File: src/rtl/mem_arb_pkg.sv
// Shared types for the I/D memory port arbiter: tag owner, tag record, counter width.
package mem_arb_pkg;

    typedef enum logic {
        OWN_I = 1'b0,
        OWN_D = 1'b1
    } owner_t;

    typedef struct packed {
        logic   valid;
        owner_t owner;
    } tag_t;

    localparam int STARVE_CNT_W = 4;

    // A branch redirect kills fetch tags only; data tags pass through untouched.
    function automatic tag_t flush_tag(tag_t t, logic flush);
        tag_t r;
        r = t;
        if (flush && t.owner == OWN_I) r.valid = 1'b0;
        return r;
    endfunction

endpackage

File: src/rtl/mem_port_arbiter_if.sv
// Core-side request/response lines and unified SRAM lines of the I/D memory port arbiter.
interface mem_port_arbiter_if #(
    parameter int ADDR_W = 32,
    parameter int DATA_W = 32
);
    logic              ena;
    logic              i_req;
    logic [ADDR_W-1:0] i_addr;
    logic              i_flush;
    logic              i_gnt;
    logic              i_stall;
    logic              i_rvalid;
    logic [DATA_W-1:0] i_rdata;
    logic              d_req;
    logic              d_we;
    logic [ADDR_W-1:0] d_addr;
    logic [DATA_W-1:0] d_wdata;
    logic              d_gnt;
    logic              d_rvalid;
    logic [DATA_W-1:0] d_rdata;
    logic              mem_en;
    logic              mem_we;
    logic [ADDR_W-1:0] mem_addr;
    logic [DATA_W-1:0] mem_wdata;
    logic [DATA_W-1:0] mem_rdata;

    modport slave (
        input  ena, i_req, i_addr, i_flush, d_req, d_we, d_addr, d_wdata, mem_rdata,
        output i_gnt, i_stall, i_rvalid, i_rdata, d_gnt, d_rvalid, d_rdata,
               mem_en, mem_we, mem_addr, mem_wdata
    );

    modport master (
        output ena, i_req, i_addr, i_flush, d_req, d_we, d_addr, d_wdata, mem_rdata,
        input  i_gnt, i_stall, i_rvalid, i_rdata, d_gnt, d_rvalid, d_rdata,
               mem_en, mem_we, mem_addr, mem_wdata
    );
endinterface

File: src/rtl/arb_tag_pipe.sv
// Fixed-depth shift register of {valid, owner} tags tracking reads in flight to the SRAM,
// with a flush that drops fetch-owned tags at every stage including the incoming one.
module arb_tag_pipe
    import mem_arb_pkg::*;
#(
    parameter int DEPTH = 1
) (
    input  logic clk,
    input  logic reset,
    input  tag_t tag_i,
    input  logic flush_i,
    output tag_t tag_o
);
    tag_t stage_q [DEPTH];
    tag_t stage_d [DEPTH];

    always_comb begin
        stage_d[0] = flush_tag(tag_i, flush_i);
        for (int k = 1; k < DEPTH; k++) begin
            stage_d[k] = flush_tag(stage_q[k-1], flush_i);
        end
    end

    always_ff @(posedge clk or posedge reset) begin
        if (reset) begin
            for (int k = 0; k < DEPTH; k++) stage_q[k] <= '0;
        end else begin
            stage_q <= stage_d;
        end
    end

    assign tag_o = stage_q[DEPTH-1];
endmodule

File: src/rtl/mem_port_arbiter.sv
// Shares one fixed-latency single-port SRAM between fetch (I) and load/store (D):
// D-priority grant with a starvation bound for I, and tag-based read-data routing.
module mem_port_arbiter
    import mem_arb_pkg::*;
#(
    parameter int ADDR_W      = 32,
    parameter int DATA_W      = 32,
    parameter int MEM_LATENCY = 1,
    parameter int STARVE_MAX  = 3
) (
    input logic               clk,
    input logic               reset,
    mem_port_arbiter_if.slave bus
);
    localparam logic [STARVE_CNT_W-1:0] STARVE_LIM = STARVE_CNT_W'(STARVE_MAX);

    logic [STARVE_CNT_W-1:0] starve_q, starve_d;
    logic                    d_win, i_win;
    logic [ADDR_W-1:0]       addr_mux;
    logic [DATA_W-1:0]       wdata_mux;
    tag_t                    tag_in, tag_out;

    // Grants are forced low while reset is high, not just after the next edge.
    always_comb begin
        d_win = bus.ena & ~reset & bus.d_req & ((starve_q < STARVE_LIM) | ~bus.i_req);
        i_win = bus.ena & ~reset & bus.i_req & ~d_win;
    end

    always_comb begin
        addr_mux  = '0;
        wdata_mux = '0;
        if (d_win) begin
            addr_mux  = bus.d_addr;
            wdata_mux = bus.d_wdata;
        end else if (i_win) begin
            addr_mux = bus.i_addr;
        end
    end

    assign bus.i_gnt     = i_win;
    assign bus.d_gnt     = d_win;
    assign bus.i_stall   = bus.i_req & ~i_win;
    assign bus.mem_en    = i_win | d_win;
    assign bus.mem_we    = d_win & bus.d_we;
    assign bus.mem_addr  = addr_mux;
    assign bus.mem_wdata = wdata_mux;

    always_comb begin
        starve_d = starve_q;
        if (~bus.i_req | i_win) begin
            starve_d = '0;
        end else if (d_win && starve_q < STARVE_LIM) begin
            starve_d = starve_q + 1'b1;
        end
    end

    always_ff @(posedge clk or posedge reset) begin
        if (reset) starve_q <= '0;
        else       starve_q <= starve_d;
    end

    // Stores produce no response, so only read issues enter the tag pipe.
    always_comb begin
        tag_in.valid = (i_win | d_win) & ~(d_win & bus.d_we);
        tag_in.owner = d_win ? OWN_D : OWN_I;
    end

    arb_tag_pipe #(
        .DEPTH (MEM_LATENCY)
    ) u_tag_pipe (
        .clk     (clk),
        .reset   (reset),
        .tag_i   (tag_in),
        .flush_i (bus.i_flush),
        .tag_o   (tag_out)
    );

    assign bus.i_rvalid = tag_out.valid & (tag_out.owner == OWN_I) & ~bus.i_flush;
    assign bus.d_rvalid = tag_out.valid & (tag_out.owner == OWN_D);
    assign bus.i_rdata  = bus.mem_rdata;
    assign bus.d_rdata  = bus.mem_rdata;
endmodule

File: src/flat_wrapper.sv
// flat-port wrapper written by rule: the top's interface ports become plain ports
module mem_port_arbiter_flat import mem_arb_pkg::*;
#(
    parameter int ADDR_W      = 32,
    parameter int DATA_W      = 32,
    parameter int MEM_LATENCY = 1,
    parameter int STARVE_MAX  = 3
)
  (clk, reset, bus_ena, bus_i_req, bus_i_addr, bus_i_flush, bus_d_req, bus_d_we, bus_d_addr, bus_d_wdata, bus_mem_rdata, bus_i_gnt, bus_i_stall, bus_i_rvalid, bus_i_rdata, bus_d_gnt, bus_d_rvalid, bus_d_rdata, bus_mem_en, bus_mem_we, bus_mem_addr, bus_mem_wdata);
  mem_port_arbiter_if #(.ADDR_W(ADDR_W), .DATA_W(DATA_W)) bus_i ();
  input logic clk;
  input logic reset;
  input wire logic [$bits(bus_i.ena)-1:0] bus_ena;
  input wire logic [$bits(bus_i.i_req)-1:0] bus_i_req;
  input wire logic [$bits(bus_i.i_addr)-1:0] bus_i_addr;
  input wire logic [$bits(bus_i.i_flush)-1:0] bus_i_flush;
  input wire logic [$bits(bus_i.d_req)-1:0] bus_d_req;
  input wire logic [$bits(bus_i.d_we)-1:0] bus_d_we;
  input wire logic [$bits(bus_i.d_addr)-1:0] bus_d_addr;
  input wire logic [$bits(bus_i.d_wdata)-1:0] bus_d_wdata;
  input wire logic [$bits(bus_i.mem_rdata)-1:0] bus_mem_rdata;
  output wire logic [$bits(bus_i.i_gnt)-1:0] bus_i_gnt;
  output wire logic [$bits(bus_i.i_stall)-1:0] bus_i_stall;
  output wire logic [$bits(bus_i.i_rvalid)-1:0] bus_i_rvalid;
  output wire logic [$bits(bus_i.i_rdata)-1:0] bus_i_rdata;
  output wire logic [$bits(bus_i.d_gnt)-1:0] bus_d_gnt;
  output wire logic [$bits(bus_i.d_rvalid)-1:0] bus_d_rvalid;
  output wire logic [$bits(bus_i.d_rdata)-1:0] bus_d_rdata;
  output wire logic [$bits(bus_i.mem_en)-1:0] bus_mem_en;
  output wire logic [$bits(bus_i.mem_we)-1:0] bus_mem_we;
  output wire logic [$bits(bus_i.mem_addr)-1:0] bus_mem_addr;
  output wire logic [$bits(bus_i.mem_wdata)-1:0] bus_mem_wdata;
  assign bus_i.ena = bus_ena;
  assign bus_i.i_req = bus_i_req;
  assign bus_i.i_addr = bus_i_addr;
  assign bus_i.i_flush = bus_i_flush;
  assign bus_i.d_req = bus_d_req;
  assign bus_i.d_we = bus_d_we;
  assign bus_i.d_addr = bus_d_addr;
  assign bus_i.d_wdata = bus_d_wdata;
  assign bus_i.mem_rdata = bus_mem_rdata;
  assign bus_i_gnt = bus_i.i_gnt;
  assign bus_i_stall = bus_i.i_stall;
  assign bus_i_rvalid = bus_i.i_rvalid;
  assign bus_i_rdata = bus_i.i_rdata;
  assign bus_d_gnt = bus_i.d_gnt;
  assign bus_d_rvalid = bus_i.d_rvalid;
  assign bus_d_rdata = bus_i.d_rdata;
  assign bus_mem_en = bus_i.mem_en;
  assign bus_mem_we = bus_i.mem_we;
  assign bus_mem_addr = bus_i.mem_addr;
  assign bus_mem_wdata = bus_i.mem_wdata;
  mem_port_arbiter #(.ADDR_W(ADDR_W), .DATA_W(DATA_W), .MEM_LATENCY(MEM_LATENCY), .STARVE_MAX(STARVE_MAX)) u_core (.clk(clk), .reset(reset), .bus(bus_i));
endmodule
File: config.mk
export PLATFORM = sky130hd
export DESIGN_NAME = mem_port_arbiter_flat
export DESIGN_NICKNAME = d
export VERILOG_FILES = /design/src/rtl/mem_arb_pkg.sv /design/src/rtl/mem_port_arbiter_if.sv /design/src/rtl/arb_tag_pipe.sv /design/src/rtl/mem_port_arbiter.sv /design/src/flat_wrapper.sv
export SDC_FILE = /design/constraint.sdc
export NUM_CORES = 1
export LEC_CHECK = 0
export CAP_MARGIN = 10
export CORE_AREA = 2 2 105 107
export CTS_BUF_LIST = sky130_fd_sc_hd__clkbuf_2
export DETAILED_ROUTE_END_ITERATION = 7
export DIE_AREA = 0 0 107 109
export PLACE_DENSITY_LB_ADDON = 0.25
export SYNTH_ARGS = -nofsm -noshare
export SYNTH_HDL_FRONTEND = slang
export SYNTH_SLANG_ARGS = --single-unit
File: constraint.sdc
create_clock -name clk -period 1.8 [get_ports clk]
set_input_delay 0.36 -clock clk [delete_from_list [all_inputs] [get_ports clk]]
set_output_delay 0.36 -clock clk [all_outputs]
set_load 0.02 [all_outputs]
After elaboration in Yosys (flattened, before gate mapping)
Cells that the tools add are included.
- register bits: 6
- latch bits: 0
- RAM bits: 0
- ROM bits: 0
- input bits: 135
- output and inout port bits: 135
- word-level logic and storage cells: 37
- memories: 0
- add/sub/neg operators: 1
- multipliers: 0
- div/mod/pow operators: 0
- order comparisons: 1
- equal/unequal tests: 0
- shifts and indexed selects: 0
- multiplexer cells: 7
- bitwise gates (word level): 22
- reductions and logical operators: 3
- operator list (cell ; number):
    32-bit 2-to-1 mux ; 3
    1-bit bitwise AND ; 11
    4-bit 2-to-1 mux ; 2
    1-bit NOT ; 8
    4-bit by 1-bit adder with 4-bit output (second input constant) ; 1
    4-bit by 2-bit < comparator with 1-bit output (second input constant) ; 1
    1-bit OR ; 3
    1-bit logical AND ; 2
    1-bit 2-to-1 mux ; 2
    2-bit nonzero test ; 1

Logic depth before layout (Yosys ltp)
- depth in word-level cells: 9
- gate-level depth with buffers: 6
- mapped depth without buffers: 4

Cells and area by module
From an unflattened synthesis, not the netlist that was laid out.
- cells, all modules: 250
- area total of the unflattened synthesis: 1554.0 um^2
- by module, submodules not included (module ; times used ; cells each ; area an instance (um^2)):
    mem_port_arbiter ; 1 ; 245 ; 1488.9
    arb_tag_pipe ; 1 ; 5 ; 65.1

Least setup slack after synthesis
OpenSTA, ideal clock, no wires.
- path type: reg2out
- start point: reg u_core.starve_q[0]
- end point: out bus_mem_addr[23]
- arrival time: 1585 ps
- setup slack: -145 ps
- stages on the path, launching flop included: 6
- buffers on the path: 1
- cell sequence: dfrtp_1 -> ha_1 -> or4b_4 -> nand2_1 -> buf_4 -> o22ai_1
- cells in the longest elaborated chain, start to end: 7
- ends and longest elaborated chain (what ; line ; RTL):
    start: declaration ; mem_port_arbiter.sv:17 ; logic [STARVE_CNT_W-1:0] starve_q, starve_d;
    start signal: assignment ; mem_port_arbiter.sv:59 ; else starve_q <= starve_d;
    4-bit by 2-bit < comparator with 1-bit output * ; mem_port_arbiter.sv:25 ; d_win = bus.ena & ~reset & bus.d_req & ((starve_q < STARVE_LIM) | ~bus.i_req);
    1-bit OR * ; mem_port_arbiter.sv:25 ;
    1-bit bitwise AND * ; mem_port_arbiter.sv:25 ;
    1-bit NOT ; mem_port_arbiter.sv:26 ; i_win = bus.ena & ~reset & bus.i_req & ~d_win;
    1-bit bitwise AND ; mem_port_arbiter.sv:26 ;
    32-bit 2-to-1 mux ; mem_port_arbiter.sv:35 ; end else if (i_win) begin
    32-bit 2-to-1 mux * ; mem_port_arbiter.sv:32 ; if (d_win) begin
    end: declaration ; flat_wrapper.sv:31 ; output wire logic [$bits(bus_i.mem_addr)-1:0] bus_mem_addr;
Every way passes the cells marked *; elsewhere a longest branch is shown, timed or not.

Worst setup path after layout
- start point: reg u_core.starve_q[1]
- end point: out bus_mem_addr[31]
The elaborated chain is that of the path after synthesis.

==> impl_results.md <==
- Die area: 0.0117 mm²
- Gr usage total: 10.8%
- Cells after synthesis: 247
- Initial Util: 14.5%
- Total gr overflow: 0
- Worst R2R End: u_core.starve_q[1]
- H-tree depth: 1
- Placed cells: 491
- FF-to-FF setup slack: -0.11 ns
- Layout cell share with drive strength beyond 1: 42.5%
- Violated checks: setup timing
- Final period util: 125%
- Kind of critical path: reg -> out
- Multi-input logic area: 0.00110 mm²
- Height of the die: 109 µm
- Starting DRT DRC Count: 113
- Clock-pin slew on the worst setup and hold paths: 0.06 ns
- Clock network latency to the later pin of the worst-skew pair: 0.22 ns
- Initial antenna violation count: 0
- WL/cell: 15.0 µm
- Crit path launch: u_core.starve_q[1]
- # Max-Cap Violations: 0
- Crit path time final: 2.24 ns
- CORE AREA: 0.0106 mm²
- R2R Path Start: u_core.starve_q[1]
- Register area: roughly 150 µm²
- Largest net degree at the start of global routing: 44
- Number of port buffers: about 170
- Register area share after synthesis: 9.76%
- R2R depth: 6
- Final hold slack: roughly 0.36 ns
- Startpoint type of the worst setup path: flip-flop
- Worst VDD drop: 0.000110 V
- Detailed-route wire length: 7660 µm
- Clock sink count: 6
- Yosys cell types: 20
- Leak: ~1.5 nW
- Worst Path Required: between 1 and 1.5 ns
- Status: finished, violations left
- GPL Wtd Cong: a little under 0.7
- Setup ws final: -0.445 ns
- Post-synthesis net count: 383
- WP data arrival: 1.88 ns
- CTS root buf: clkbuf_2
- Layout Nets: just over 500
- Cell area after synthesis: roughly 0.0015 mm²
- CTS tree: built
- Vias in the first global route: around 1900
- Actual slew at the worst max-slew pin: 0.255 ns
- Diodes inserted: 0
- Worst setup path endpoint: bus_mem_addr[31]
- Clk buf depth: 2
- Max Fclk: approximately 450 MHz
- Pwr Total: 0.923 mW
- Via/cell ratio: 4.16
- Cts hold-fix bufs: 0
- Post-synthesis register bit count: 6
- Final ANT Viol Nets: 0
- Syn_area_per_cell: 6.23 µm²
- Post-DP HPWL: 5090 µm
- Drc violations: 0
- I/O pins: 270
- Final Setup Violations: 70
- Finished Layout Cells: between 500 and 600
- First-pass GRT wire length: 9990 µm
- DR pass1 iterations: 4
- Fin. max-slew vios: 0
- RSZ-0062 raised after global routing: true
- Worst-path maximum fanout: 8
- Worst hold path class: in -> async
- Slew HR: around 83%
- Fill cell count: 1146
- YS warnings: 0
- Worst clock skew: 0.00421 ns
- Final hold violations: 0
- Rows: 38
- Area delta synth->final: 130%
- PwrDens: 261 mW/mm²
- Vias: 2117
- CTS Buf Count: 3
- Die X-Extent: ~110 µm
- Setup crit end kind: output pin
-- power breakdown --
part	leakage (nW)	switching [mW]	total (mW)	internal [mW]
logic	1.40	0.278	0.693	0.415
registers	0.0826	0.00147	0.139	0.138
clock network	0.0125	0.0457	0.0908	0.0451
-- cells in the final DEF, fill, tap and decap left out --
cell type,netlist,routed
a21boi_1,2,2
a21boi_2,0,1
and2_1,2,1
and2_4,0,1
and3_1,35,2
and3_2,0,1
and3_4,0,32
buf_12,0,6
buf_16,0,1
buf_2,3,23
buf_4,67,16
buf_6,0,50
clkbuf_16,0,4
clkbuf_2,0,3
clkdlybuf4s50_1,0,101
dfrtp_1,6,6
dlygate4sd2_1,0,2
dlymetal6s2s_1,0,1
ha_2,0,1
inv_1,2,2
nand2_1,68,66
nand2_4,0,1
nand2_8,0,1
nand2b_1,2,1
nand2b_4,0,1
nor2_1,4,1
nor2_2,0,2
nor2_4,0,1
nor2b_4,0,1
nor3b_1,1,1
o22ai_1,32,23
o22ai_2,0,9
o31ai_4,0,1
o32ai_1,1,1
or3_1,2,2
or4b_4,1,1
-- synth_stat cells, drive strengths merged --
master / number / area share, %
or4b: 1 / 0.89
nor2: 4 / 0.98
a21boi: 3 / 1.5
nand2b: 2 / 0.81
inv: 2 / 0.49
and3: 35 / 14
nor2b: 1 / 0.41
o31ai: 1 / 0.49
clkbuf: 15 / 3.7
or3: 2 / 0.81
o32ai: 1 / 0.57
o22ai: 32 / 13
nor3b: 1 / 0.49
ha: 1 / 0.81
buf: 70 / 34
nand2: 68 / 17
dfrtp: 6 / 9.8
and2: 2 / 0.81
-- routing by layer --
layer / wire length [µm] / track usage, % / vias to the layer above / part of all wire [%]
li1: - / - / 1018 / -
met1: 2760 / 11.8 / 958 / 36
met2: 4090 / 20.8 / 116 / 53
met3: 640 / 2.15 / 25 / 8.4
met4: 167 / 3.62 / 0 / 2.2
met5: 0 / 0 / - / 0
-- sequential cells by signal, summed over array words and instances (netlist names) --
| name | cells |
|---|---|
| u_core.u_tag_pipe.tag_o | 2 |
| u_core.starve_q | 4 |
-- what timing repair did --
item                       4_1_cts  5_1_grt
gates cloned                     2        5
pin swaps                        7       34
resized for setup              385       45
buffers inserted                 9        0
setup endpoints to repair       72       71
-- stage by stage --
step                setup WS [ns]  setup TNS [ns]  utilization, %  instance area [µm²]
global route               -0.511          -32.87            33.3                 3530
floorplan                 -0.0910           -2.70               -                 1590
finish                     -0.445          -27.90            33.3                 3530
CTS                        -0.531          -27.37            30.9                 3280
global placement           -0.855          -52.28            29.3                 3110
detailed placement         -0.853          -52.68            29.3                 3110
-- how the worst min path moves through the flow --
| stage | endpoint | slack (ns) |
|---|---|---|
| 3_3_place_gp | u_core.starve_q[1] | 0.52 |
| 6_report | u_core.starve_q[0] | 0.36 |
| 4_1_cts | u_core.starve_q[0] | 0.36 |
| 5_1_grt | u_core.starve_q[0] | 0.37 |
| 2_1_floorplan | u_core.starve_q[0] | 0.15 |
| 3_5_place_dp | u_core.starve_q[2] | 0.53 |
-- critical path: stages, from the launching register on --
cell,delay [ns]
dfrtp_1,0.39
ha_2,0.19
or4b_4,0.53
nand2_8,0.14
clkbuf_16,0.17
o22ai_1,0.08
buf_2,0.16
-- layout make-up --
type	instances	area share, %
clock buffer	3	0.425
inverter	2	0.213
tap	140	4.96
timing repair buffer	204	59.1
sequential	6	4.25
multi-input combinational	154	31.1
-- kinds of logic after synthesis --
logic type | share of synthesized area, %
AND/OR/NAND/NOR | 36.0
AO/OA/AOI/OAI | 15.5
buffers and inverters | 37.8
adder cells (fa/ha/maj) | 0.814
flip-flops | 9.76
(Power assumes the default switching activity.)
